<file path="src/rtl/cpu_bus_pkg.sv">
`default_nettype none
// ============================================================================
//  Module      : cpu_bus_pkg
//  Description : Shared constants for the CPU memory-bus responder: address
//                map bases/masks, FSM state and target-region encodings, the
//                error read pattern and the address decode helper.
//  Revision    : 1.0 - initial release
// ============================================================================
package cpu_bus_pkg;

    // Address map (27-bit word addresses)
    localparam logic [26:0] c_RAM_BASE = 27'h0000000;
    localparam logic [26:0] c_ROM_BASE = 27'h4000000;
    localparam logic [26:0] c_IO_BASE  = 27'h4100000;
    localparam logic [26:0] c_IO_MASK  = 27'h0000007;

    // FSM state encoding
    localparam logic [1:0] c_ST_IDLE     = 2'd0;
    localparam logic [1:0] c_ST_RAM_WAIT = 2'd1;
    localparam logic [1:0] c_ST_ROM_WAIT = 2'd2;

    // Target region encoding
    localparam logic [1:0] c_RGN_RAM  = 2'd0;
    localparam logic [1:0] c_RGN_ROM  = 2'd1;
    localparam logic [1:0] c_RGN_IO   = 2'd2;
    localparam logic [1:0] c_RGN_NONE = 2'd3;

    // Read data returned when a RAM access times out
    localparam logic [31:0] c_ERR_DATA = 32'hDEADBEEF;

    // RAM owns the whole lower half; the ROM window size follows rom_aw.
    function automatic logic [1:0] decode_region(input logic [26:0] a,
                                                 input int          rom_aw);
        logic [26:0] w_rom_mask;
        w_rom_mask = (27'd1 << rom_aw) - 27'd1;
        if (a[26] == 1'b0)                         return c_RGN_RAM;
        if ((a & ~w_rom_mask) == c_ROM_BASE)       return c_RGN_ROM;
        if ((a & ~c_IO_MASK) == c_IO_BASE)         return c_RGN_IO;
        return c_RGN_NONE;
    endfunction

endpackage
`default_nettype wire

</file>
<file path="src/rtl/io_regfile.sv">
`default_nettype none
// ============================================================================
//  Module      : io_regfile
//  Description : Eight 32-bit on-chip I/O registers. Registers 0-6 are R/W
//                scratch; register 7 is a read-only wrapping counter of
//                completed bus transactions.
//  Ports       : clk, rst      - clock, synchronous active-high reset
//                i_we          - write strobe (ignored for register 7)
//                i_addr        - register index (shared by read and write)
//                i_wdata       - write data
//                i_inc         - increment register 7 this cycle
//                o_rdata       - combinational read of register i_addr
//  Revision    : 1.0 - initial release
// ============================================================================
module io_regfile (
    input  logic        clk,
    input  logic        rst,
    input  logic        i_we,
    input  logic [2:0]  i_addr,
    input  logic [31:0] i_wdata,
    input  logic        i_inc,
    output logic [31:0] o_rdata
);

    logic [31:0] r_regs [0:7];

    always_ff @(posedge clk) begin
        if (rst) begin
            for (int i = 0; i < 8; i++) begin
                r_regs[i] <= 32'd0;
            end
        end else begin
            if (i_we && (i_addr != 3'd7)) begin
                r_regs[i_addr] <= i_wdata;
            end
            if (i_inc) begin
                r_regs[7] <= r_regs[7] + 32'd1;
            end
        end
    end

    // Read is combinational so a read of register 7 on its completion edge
    // returns the value before that edge's increment.
    assign o_rdata = r_regs[i_addr];

endmodule
`default_nettype wire

</file>
<file path="src/rtl/mem_bus_responder.sv">
`default_nettype none
// ============================================================================
//  Module      : mem_bus_responder
//  Description : Target side of the CPU memory bus. Accepts one transaction
//                at a time, decodes it to RAM backend, synchronous ROM, I/O
//                registers or unmapped space, and returns busy/q.
//  Ports       : clk, reset          - clock, synchronous active-high reset
//                address/data/we     - CPU request, latched on accepted start
//                start               - 1-cycle request pulse
//                q, busy             - read data / transaction in progress
//                mem_addr/d/we/req   - RAM backend request (level)
//                mem_ack, mem_q      - RAM backend completion and read data
//                rom_addr, rom_q     - synchronous ROM interface
//                bus_error           - 1-cycle pulse on RAM timeout
//  Revision    : 1.0 - initial release
// ============================================================================
module mem_bus_responder
    import cpu_bus_pkg::*;
#(
    parameter int ROM_AW  = 10,
    parameter int ROM_LAT = 2,
    parameter int TIMEOUT = 1023
) (
    input  logic              clk,
    input  logic              reset,
    input  logic [26:0]       address,
    input  logic [31:0]       data,
    input  logic              we,
    input  logic              start,
    output logic [31:0]       q,
    output logic              busy,
    output logic [25:0]       mem_addr,
    output logic [31:0]       mem_d,
    output logic              mem_we,
    output logic              mem_req,
    input  logic              mem_ack,
    input  logic [31:0]       mem_q,
    output logic [ROM_AW-1:0] rom_addr,
    input  logic [31:0]       rom_q,
    output logic              bus_error
);

    localparam int c_ROM_CW = $clog2(ROM_LAT + 1);
    localparam int c_TO_CW  = $clog2(TIMEOUT + 1);

    logic [1:0]          r_state;
    logic                r_busy;
    logic [1:0]          r_region;
    logic                r_we;
    logic [2:0]          r_io_idx;
    logic [31:0]         r_data;
    logic [31:0]         r_q;
    logic                r_mem_req;
    logic                r_mem_we;
    logic [25:0]         r_mem_addr;
    logic [31:0]         r_mem_d;
    logic [ROM_AW-1:0]   r_rom_addr;
    logic                r_bus_error;
    logic [c_ROM_CW-1:0] r_rom_cnt;
    logic [c_TO_CW-1:0]  r_to_cnt;

    logic [1:0]          w_region;
    logic                w_single_done;
    logic                w_rom_done;
    logic                w_ram_done;
    logic                w_done;
    logic                w_io_we;
    logic [31:0]         w_io_rdata;

    assign w_region = decode_region(address, ROM_AW);

    // IDLE with busy set means a one-cycle target (IO, unmapped, ROM write)
    // is completing this cycle; new starts are only accepted with busy low.
    assign w_single_done = (r_state == c_ST_IDLE) && r_busy;
    assign w_rom_done    = (r_state == c_ST_ROM_WAIT) && (r_rom_cnt == '0);
    assign w_ram_done    = (r_state == c_ST_RAM_WAIT) &&
                           (mem_ack || (r_to_cnt == c_TO_CW'(TIMEOUT - 1)));
    assign w_done        = w_single_done || w_rom_done || w_ram_done;
    assign w_io_we       = w_single_done && r_we && (r_region == c_RGN_IO);

    io_regfile u_io_regfile (
        .clk     (clk),
        .rst     (reset),
        .i_we    (w_io_we),
        .i_addr  (r_io_idx),
        .i_wdata (r_data),
        .i_inc   (w_done),
        .o_rdata (w_io_rdata)
    );

    always_ff @(posedge clk) begin
        if (reset) begin
            r_state     <= c_ST_IDLE;
            r_busy      <= 1'b0;
            r_region    <= c_RGN_RAM;
            r_we        <= 1'b0;
            r_io_idx    <= 3'd0;
            r_data      <= 32'd0;
            r_q         <= 32'd0;
            r_mem_req   <= 1'b0;
            r_mem_we    <= 1'b0;
            r_mem_addr  <= 26'd0;
            r_mem_d     <= 32'd0;
            r_rom_addr  <= '0;
            r_bus_error <= 1'b0;
            r_rom_cnt   <= '0;
            r_to_cnt    <= '0;
        end else begin
            r_bus_error <= 1'b0;
            case (r_state)
                c_ST_IDLE: begin
                    if (r_busy) begin
                        // Writes to unmapped space or ROM are simply dropped.
                        if (!r_we && (r_region == c_RGN_IO)) begin
                            r_q <= w_io_rdata;
                        end else if (!r_we && (r_region == c_RGN_NONE)) begin
                            r_q <= 32'd0;
                        end
                        r_busy <= 1'b0;
                    end else if (start) begin
                        r_busy   <= 1'b1;
                        r_region <= w_region;
                        r_we     <= we;
                        r_io_idx <= address[2:0];
                        r_data   <= data;
                        if (w_region == c_RGN_RAM) begin
                            r_state    <= c_ST_RAM_WAIT;
                            r_mem_req  <= 1'b1;
                            r_mem_we   <= we;
                            r_mem_addr <= address[25:0];
                            r_mem_d    <= data;
                            r_to_cnt   <= '0;
                        end else if ((w_region == c_RGN_ROM) && !we) begin
                            // Loading LAT-1 and finishing at zero keeps busy
                            // high for exactly ROM_LAT cycles.
                            r_state    <= c_ST_ROM_WAIT;
                            r_rom_addr <= address[ROM_AW-1:0];
                            r_rom_cnt  <= c_ROM_CW'(ROM_LAT - 1);
                        end
                    end
                end
                c_ST_RAM_WAIT: begin
                    if (mem_ack) begin
                        // Ack takes priority over a coincident timeout.
                        r_mem_req <= 1'b0;
                        if (!r_we) begin
                            r_q <= mem_q;
                        end
                        r_busy  <= 1'b0;
                        r_state <= c_ST_IDLE;
                    end else if (r_to_cnt == c_TO_CW'(TIMEOUT - 1)) begin
                        r_mem_req   <= 1'b0;
                        r_bus_error <= 1'b1;
                        if (!r_we) begin
                            r_q <= c_ERR_DATA;
                        end
                        r_busy  <= 1'b0;
                        r_state <= c_ST_IDLE;
                    end else begin
                        r_to_cnt <= r_to_cnt + 1'b1;
                    end
                end
                c_ST_ROM_WAIT: begin
                    if (r_rom_cnt == '0) begin
                        r_q     <= rom_q;
                        r_busy  <= 1'b0;
                        r_state <= c_ST_IDLE;
                    end else begin
                        r_rom_cnt <= r_rom_cnt - 1'b1;
                    end
                end
                default: begin
                    r_state <= c_ST_IDLE;
                    r_busy  <= 1'b0;
                end
            endcase
        end
    end

    assign q         = r_q;
    assign busy      = r_busy;
    assign mem_addr  = r_mem_addr;
    assign mem_d     = r_mem_d;
    assign mem_we    = r_mem_we;
    assign mem_req   = r_mem_req;
    assign rom_addr  = r_rom_addr;
    assign bus_error = r_bus_error;

endmodule
`default_nettype wire

</file>
<file path="config.mk">
export PLATFORM = sky130hd
export DESIGN_NAME = mem_bus_responder
export DESIGN_NICKNAME = d
export VERILOG_FILES = /design/src/rtl/cpu_bus_pkg.sv /design/src/rtl/io_regfile.sv /design/src/rtl/mem_bus_responder.sv
export SDC_FILE = /design/constraint.sdc
export NUM_CORES = 1
export LEC_CHECK = 0
export ABC_AREA = 1
export BUFFER_PORTS_ARGS = -buffer_cell sky130_fd_sc_hd__buf_2
export CORE_ASPECT_RATIO = 1.5
export CORE_MARGIN = 5
export CORE_UTILIZATION = 57
export DETAILED_ROUTE_END_ITERATION = 7
export HOLD_SLACK_MARGIN = 0.15
export PLACE_DENSITY = 0.84
export SLEW_MARGIN = 30
export SYNTH_ARGS = -nofsm -noshare
export SYNTH_HDL_FRONTEND = slang
export SYNTH_SLANG_ARGS = --single-unit
</file>
<file path="constraint.sdc">
create_clock -name clk -period 3.3 [get_ports clk]
set_clock_uncertainty 0.2 [all_clocks]
set_input_delay 0 -clock clk [delete_from_list [all_inputs] [get_ports clk]]
set_output_delay 0 -clock clk [all_outputs]
set_load 0.02 [all_outputs]
</file>
Word level (Yosys, flattened, before mapping)
Memories as Yosys holds them, arrays and structs flattened. A register that Yosys moved wholly into a read port is not among the register bits.
Cells that the tools add are included.
- bits in registers: 156
- memory bits (writable): 256
- memories kept: 1
- word-level logic and storage cells: 142
- muxes and demuxes: 65
- bitwise logic cells: 4
- equality and inequality tests: 23
- reductions and logical operators: 31
- $add $sub $neg: 3
- memory list (memory ; depth ; width ; rd ports ; clocked after Yosys merged registers in ; wr ports ; line ; source):
    u_io_regfile.r_regs ; 8 ; 32 ; 2 ; 1 ; 8 ; io_regfile.sv:25 ; logic [31:0] r_regs [0:7];
- operators with widths (operator ; count):
    two-way mux 32 bit ; 10
    case mux 32 bit (3 select lines) ; 1
    two-way mux 10 bit ; 5
    two-way mux 2 bit ; 18
    adder 32 x 1 -> 32 bit (second input constant) ; 1
    OR reduction 32 bit ; 1
    == test 24 bit (second input constant) ; 1
    two-way mux 1 bit ; 23
    case mux 10 bit (2 select lines) ; 1
    AND reduction 6 bit ; 3
    == test 17 bit (second input constant) ; 1
    inequality test 2 bit (second input constant) ; 8
    AND reduction 5 bit ; 3
    adder 10 x 1 -> 10 bit (second input constant) ; 1
    == test 10 bit (second input constant) ; 1
    logical AND 1 bit ; 9
    two-way mux 3 bit ; 3
    == test 2 bit (second input constant) ; 3
    logical NOT 2 bit ; 3
    inequality test 2 x 1 -> 1 bit (second input constant) ; 3
    inequality test 3 x 1 -> 1 bit (second input constant) ; 2
    case mux 2 bit (3 select lines) ; 1
    == test 2 x 1 -> 1 bit (second input constant) ; 2
    case mux 2 bit (2 select lines) ; 1
    15 further kinds ; 21

Longest topological paths before layout
Gate-level depths: netlist of the first run.
- depth in word-level cells: 15
- depth in mapped cells: 13
- mapped depth without buffers: 12

Modules after synthesis
Synthesis of the first run repeated with hierarchy kept, for this count alone.
- cells, all modules: 2260
- area, all modules: 18815.5 µm²
- by module, submodules not included (module ; cells an instance ; sequential area each (µm²) ; area an instance (µm²) ; instances):
    io_regfile ; 1266 ; 7687.4 ; 11947.7 ; 1
    mem_bus_responder ; 994 ; 3123.0 ; 6867.8 ; 1

Least setup slack after synthesis of the first run
No wires, ideal clock.
- path kind: reg-to-reg
- from: register r_state[0]
- to: memory u_io_regfile.r_regs[3][0] (enable)
- required time: 2710 ps
- cell stages (with the launch flop): 10
- buffers on the path: 2
- setup slack: 557 ps
- arrival time: 2154 ps
- path through: dfxtp_1 inv_1 ha_1 nand2_2 nor3_4 nand4_1 or2_1 buf_6 buf_8 nand2_1
- RTL lines (element ; line ; source):
    start, declared ; mem_bus_responder.sv:46 ; logic [1:0] r_state;
    start signal, assigned ; mem_bus_responder.sv:93 ; r_state <= c_ST_IDLE;
    start signal, assigned ; mem_bus_responder.sv:127 ; r_state <= c_ST_RAM_WAIT;
    start signal, assigned ; mem_bus_responder.sv:136 ; r_state <= c_ST_ROM_WAIT;
    end, declared ; io_regfile.sv:25 ;

Final worst setup path of the first run
- from: register r_state[0]
- to: register r_mem_d[6], in the netlist mem_d[6]
- word-level cells in the longest chain between the ends: 2
- RTL lines (element ; line ; source):
    logical NOT 2 bit ; mem_bus_responder.sv:110 ; case (r_state)
    AND reduction 4 bit (no source line) ; -- ;
    end signal, assigned ; mem_bus_responder.sv:131 ; r_mem_d <= data;
    end, declared ; mem_bus_responder.sv:56 ; logic [31:0] r_mem_d;
No other way between the ends.
A chain may end at the register's enable or synchronous reset.

==> impl_results.md, run 1 <==
* Worst setup path start: r_state[0]$_SDFFE_PP0P_
* Synth cell types at 43
* Comb power frac at 0.235
* Sw frac at 0.3291
* Largest net degree at the start of global routing at 92
* Max_cap viols at 0
* Critical path data required time at 3.59 ns
* Syn_area_per_cell at 8.655 um2
* GR Util All Layers at 0.3607
* Top post-synthesis cells by area: edfxtp_1 40%, dfxtp_1 17%, nor2_1 13%, nand2_1 5.9%, o21ai_0 5.6%
* Period utilization at 0.9853
* Die width at 159.6 um
* Maximum vdd drop at 0.5645 mV
* Row count at 82
* Non-Filler Instances at 3,075
* Fillers at 2,048
* CP endpoint: mem_d[6]$_SDFFE_PP0P_
* Kind of critical path: reg -> reg
* Number of CTS-inserted buffers at 40
* Hold Violations, Final at 0
* Clock power frac at 0.333
* Vias in the first global route at 18,670
* Netlist Area Pre-Place at 19,130 um2
* Nets at 2,758
* Area growth from synthesis to layout at 25.90%
* Status: complete, no violations
* CTS H-tree lvls at 2
* Root Driver: clkbuf_16
* Pwr Total at 0.01449 W
* Wire length per cell at 22.63 um
* Initial antenna violation count at 1
* Core area at 33,340 um2
* Clk pin slew, worst setup/hold paths at 0.07 ns
* CTS tree: done
* Worst Setup End Kind: flop
* Total vias in the final route at 18,900
* Clock Tree Buf Depth at 3
* Synth top area share at 0.4019
* Synthesized instance count at 2,210
* RSZ-0062 raised after global routing: no
* Reg power frac at 0.432
* Power density cells at 601.8 nW/um2
* Routed WL at 69,580 um
* Detailed Route Iter0 Violations at 2,606
* First-pass GRT wire length at 105,200 um
* DRC Markers at 0
* Max-slew violation count at 0
* Period minus WS final at 3.252 ns
* Cell taking the most area after synthesis: edfxtp_1
* Internal cell power at 0.009723 W
* Fmax at 307.5 MHz
* Drt pass-1 iters at 8
* Maximum fanout along the worst path at 48
* Psw at 0.004769 W
* Clock sinks at 415
* Post-synthesis sequential area ratio at 0.5683
* Synth Net Count at 2,346
* Final setup fails at 0
* Boundary pin count at 232
* Clk_lat worst skew at 0.56 ns
* Worst slew pin tran at 0.9062 ns
* Setup TNS at 0 ns
* Vias per cell at 6.146
* Top FF cell, synth: edfxtp_1
* HP Class: in -> reg
* Async set-reset flop share out of synthesis at 0
* Yosys warns at 0
* R2R Setup Slk at 0.05 ns
* Sequential Area at 10,880 um2
* Arrival time worst endpoint at 3.54 ns
* Yosys reg bits at 415
* Area occupied by multi-input gates at 6890 um2
* HPWL Detailed at 38,770 um
* Worst R2R Start: r_state[0]$_SDFFE_PP0P_
* # placed instances at 2,758
* Area of the die at 37,400 um2
* Initial core utilization at 0.5736
* Reg2reg path depth at 10
* GP Congestion at 0.9910
* Cell with the most instances after synthesis: nor2_1
* Startpoint class of the critical path: flop
* RR Endpoint: mem_d[6]$_SDFFE_PP0P_
* Max_slew headroom at 0.3959
* Number of flops mapped to enable cells by yosys at 256
* P_leak at 9.779 nW
* Synth top cells by count: 639 x nor2_1, 299 x nand2_1, 256 x edfxtp_1, 214 x o21ai_0, 159 x dfxtp_1
* Ratio of cells with drive above 1 in the final layout at 0.1380
* Die height at 234.4 um
* Final global-route overflow total at 0
* Port buffer count at 231
* Final ANT Viol Nets at 0
## flip-flops by register name (all words and copies together) (netlist names), named ones only
register and flops:
bus_error 1, busy 1, mem_addr 26, mem_d 32, mem_req 1, mem_we 1
q 32, r_data 32, r_io_idx 3, r_region 2, r_rom_cnt 2, r_state 2
r_to_cnt 10, r_we 1, rom_addr 10, u_io_regfile.r_regs 256
## power groups by stage
stage          combinational (W)  sequential [W]  clock [W]
6_report                 0.00340         0.00627    0.00482
5_1_grt                  0.00361         0.00629    0.00499
2_1_floorplan            0.00167         0.00647          0
3_3_place_gp             0.00278         0.00631          0
4_1_cts                  0.00315         0.00622    0.00476
3_5_place_dp             0.00284         0.00633          0
## routing by layer
metal	share of wire	global-route usage	vias to the layer above
met2	0.48	0.6173	1565
met1	0.32	0.4010	8742
li1	-	-	8131
met4	0.10	0.2814	0
met5	0	0	-
met3	0.095	0.06119	462
## how the worst min path moves through the flow
stage / start / end / depth (start not counted)
finish: data[23] / r_data[23]$_SDFFE_PP0P_ / 4
floorplan: we / mem_we$_SDFFE_PP0P_ / 2
global placement: data[22] / mem_d[22]$_SDFFE_PP0P_ / 3
global route: data[23] / r_data[23]$_SDFFE_PP0P_ / 4
detailed placement: address[23] / mem_addr[23]$_SDFFE_PP0P_ / 3
CTS: data[23] / r_data[23]$_SDFFE_PP0P_ / 4
## timing repair
action | CTS | global route
setup buffers | 0 | 0
hold buffers | 242 | 0
endpoints found under the hold margin | 158 | 0
endpoints found under the setup margin | 0 | 23
gates resized for setup | 0 | 13
## worst max-delay path: stages (launching register included)
cell	delay (ns)
dfxtp_1	0.42
inv_1	0.10
ha_2	0.24
inv_2	0.15
nor2_4	0.08
nand2_1	0.14
buf_8	0.31
o21ai_0	0.16
dlygate4sd3_1	0.65
nor2_1	0.14
dlygate4sd3_1	0.57
## metrics by stage
step	hold WS [ns]	util	worst slack (ns)	instance area (um2)
CTS	0.1611	0.7215	0.2340	24060
detailed placement	0.07641	0.6085	0.7500	20290
global route	0.2166	0.7221	0.007448	24080
global placement	0.05579	0.6085	0.8396	20290
finish	0.1982	0.7222	0.04846	24080
floorplan	-0.05636	-	0.5567	19130
## logic make-up (layout without fill, tap and decap cells)
kind of cell               count (synthesis)  count (layout)  synth area share
buffers and inverters                    280             723           0.07241
other                                      0               2                 0
xor gates and xnor gates                  21              21          0.009616
and+or+nand+nor                         1065            1065            0.2238
adders and majority gates                  8               8          0.005233
DFF                                      415             415            0.5683
AOI/OAI and AO/OA                        421             421            0.1206
## layout make-up
class | instances | share of cell area
sequential | 415 | 0.4516
multi-input combinational | 1515 | 0.2861
timing repair buffer | 512 | 0.1626
clock buffer | 52 | 0.04572
tap | 420 | 0.02182
inverter | 138 | 0.02172
clock inverter | 21 | 0.01013
antenna | 2 | 0.0002078
## cells in the final DEF (no fill, tap or decap), types with 4 or more instances in the layout
cell             n
clkbuf_16       42
dlygate4sd3_1  242
edfxtp_1       256
clkbuf_1         7
o22ai_1         19
nor3_1          14
o211ai_1        63
nand3_1         65
inv_2            7
o21ai_1         25
o21ai_0        207
nand2_1        299
inv_1          129
inv_6            7
a21oi_1        101
nand4_1         11
ha_1             7
buf_2          231
xor2_1          21
nor2_1         639
or2_1            9
inv_4            4
bufinv_16        4
dfxtp_1        157
buf_4           35
nor2_2           7
No activity file was read; power rests on OpenSTA's default activity.
==> run 2: changes to the inputs <==
Settings changed: CELL_PAD_IN_SITES_DETAIL_PLACEMENT set to 1, CELL_PAD_IN_SITES_GLOBAL_PLACEMENT set to 1, CORE_UTILIZATION 57 to 44, PLACE_DENSITY 0.84 to 0.86, SETUP_SLACK_MARGIN set to 0.2, SKIP_CTS_REPAIR_TIMING set to 1.
==> run 2 against run 1 <==
Compared with the run above: via count grew 0.11%; total power barely moved; sequential power about the same; worst hold slack got worse by 0.092 ns; sequential cell count did not move; setup slack gained 0.13 ns; largest cell class unchanged; routed wire length grew 18%; combinational power hardly changed; sequential share of layout area is 0.76 points higher; die area up 28%; critical path depth is 2 lower.
==> impl_results.md, run 2 (same netlist as run 1, synthesis figures left out) <==
* Status: complete, no violations
* R2R Setup Slk at 0.17 ns (+0.13 ns)
* Initial core utilization at 0.4455 (-0.1282)
* Arrival time worst endpoint at 3.39 ns (-0.15 ns)
* Worst Setup End Kind: flop
* Final ANT Viol Nets at 0 (unchanged)
* Max_cap viols at 0 (unchanged)
* Clock sinks at 415 (unchanged)
* Die height at 265.4 um (+13%)
* Drt pass-1 iters at 6 (-2)
* Hold Violations, Final at 0 (unchanged)
* Period utilization at 0.9472 (-0.03813)
* Clk pin slew, worst setup/hold paths at 0.08 ns (about the same)
* # placed instances at 2,910 (+5.5%)
* GR Util All Layers at 0.2630 (-0.09764)
* Area growth from synthesis to layout at 23.82%
* Startpoint class of the critical path: flop
* Vias in the first global route at 17,930 (-4.0%)
* Max reg flops at 256 (unchanged)
* Clk_lat worst skew at 0.57 ns (about the same)
* Clock Tree Buf Depth at 3 (unchanged)
* Non-Filler Instances at 3,169 (+3.1%)
* Number of CTS-inserted buffers at 39 (-2.5%)
* Sequential Area at 10,880 um2 (unchanged)
* P_leak at 9.486 nW (-3.0%)
* Period minus WS final at 3.126 ns (-0.1258 ns)
* Wire length per cell at 25.96 um (+15%)
* Die width at 180.2 um (+13%)
* Initial antenna violation count at 2 (+1)
* Most frequent cells in the layout: 639 x nor2_1, 299 x nand2_1, 256 x edfxtp_1, 231 x buf_2, 214 x o21ai_0
* Critical path data required time at 3.56 ns (-0.03 ns)
* Core area at 42,940 um2 (+29%)
* Ratio of cells with drive above 1 in the final layout at 0.1393 (+0.001381)
* Fillers at 4,964 (+140%)
* Detailed Route Iter0 Violations at 2,039 (-22%)
* Largest Register: u_io_regfile.r_regs
* WHS at 0.1063 ns (-0.09193 ns)
* Max_slew headroom at 0.3565 (-0.03937)
* CTS tree: done
* Worst slew pin tran at 0.9653 ns (+0.05906 ns)
* Maximum fanout along the worst path at 22 (-54%)
* Area of the die at 47,830 um2 (+28%)
* Max-slew violation count at 0 (unchanged)
* DRC Markers at 0 (unchanged)
* Kind of critical path: reg -> reg
* RSZ-0062 raised after global routing: no
* Vias per cell at 5.970 (-2.9%)
* Setup WS pre-CTS at 0.5841 ns (-0.1659 ns)
* Largest net degree at the start of global routing at 147 (+60%)
* Routed WL at 82,260 um (+18%)
* GP Congestion at 0.8994 (-9.2%)
* First-pass GRT wire length at 100,800 um (-4.2%)
* Final global-route overflow total at 0 (unchanged)
* CTS H-tree lvls at 2 (unchanged)
* Nets at 2,703 (-2.0%)
* Fin util at 0.5516 (-0.1706)
* HPWL Detailed at 44,020 um (+14%)
* Setup TNS at 0 ns (unchanged)
* Area occupied by multi-input gates at 6880 um2 (-0.15%)
* Setup WS post-layout at 0.1743 ns (+0.1258 ns)
* Fmax at 319.9 MHz (+4.0%)
* Maximum vdd drop at 0.4746 mV (-16%)
* Port buffer count at 231 (unchanged)
* Boundary pin count at 232 (unchanged)
* Power density cells at 612.0 nW/um2 (+1.7%)
* Final setup fails at 0 (unchanged)
* HP Class: in -> reg
* Commonest non-fill, non-tap cell in the layout: nor2_1
* Root Driver: clkbuf_16
* Row count at 93 (+13%)
* Total vias in the final route at 18,920 (+0.11%)
[run 2: cell types whose count changed in the layout (fill, tap and decap cells not counted), moves of 2 or more]
cell / change
buf_12: +4
o21ai_0: +7
clkinv_1: +2
inv_6: -6
clkbuf_2: -2
dlygate4sd3_1: -56
clkinv_2: +5
o21ai_1: -5
o21ai_2: -2
[run 2: through the flow]
step,total power (W),instance area [um2]
global placement,0.009053,20540
detailed placement,0.009224,20540
CTS,0.01384,21820
finish,0.01450,23680
floorplan,0.008143,19130
global route,0.01490,23680
[run 2: final timing paths]
kind,start,endpoint,depth (start not counted)
max,r_state[1]$_SDFFE_PP0P_,q[20]$_SDFFE_PP0P_,8
max reg2reg,r_state[1]$_SDFFE_PP0P_,q[20]$_SDFFE_PP0P_,8
min,data[30],mem_d[30]$_SDFFE_PP0P_,4
min reg2reg,mem_we$_SDFFE_PP0P_,mem_we$_SDFFE_PP0P_,2
[run 2: power breakdown]
part           leakage (nW)  internal (W)  switching (W)
Combinational          4.90      0.000997        0.00242
Clock                 0.627       0.00256        0.00222
Sequential             3.96       0.00595       0.000345
[run 2: area by class of cell]
type,count,area share
Sequential cell,415,0.4592
Multi-Input combinational cell,1515,0.2905
Timing Repair Buffer,458,0.1441
Clock buffer,49,0.04501
Tap cell,570,0.03011
Inverter,138,0.02208
Clock inverter,23,0.008875
Antenna cell,1,0.0001057
[run 2: per-layer routing]
metal	track usage	up-vias	part of all wire
met5	0	-	0
met4	0.1691	0	0.10
met3	0.03639	434	0.071
met2	0.4783	1208	0.50
met1	0.2864	9254	0.33
li1	-	8024	-
[run 2: critical path, cell delays in order (launching register included)]
cell	delay [ns]
dfxtp_1	0.42
inv_1	0.12
ha_1	0.45
buf_4	0.29
inv_1	0.23
a21oi_1	0.42
dlygate4sd3_1	0.65
nor2_1	0.07
a21oi_1	0.17
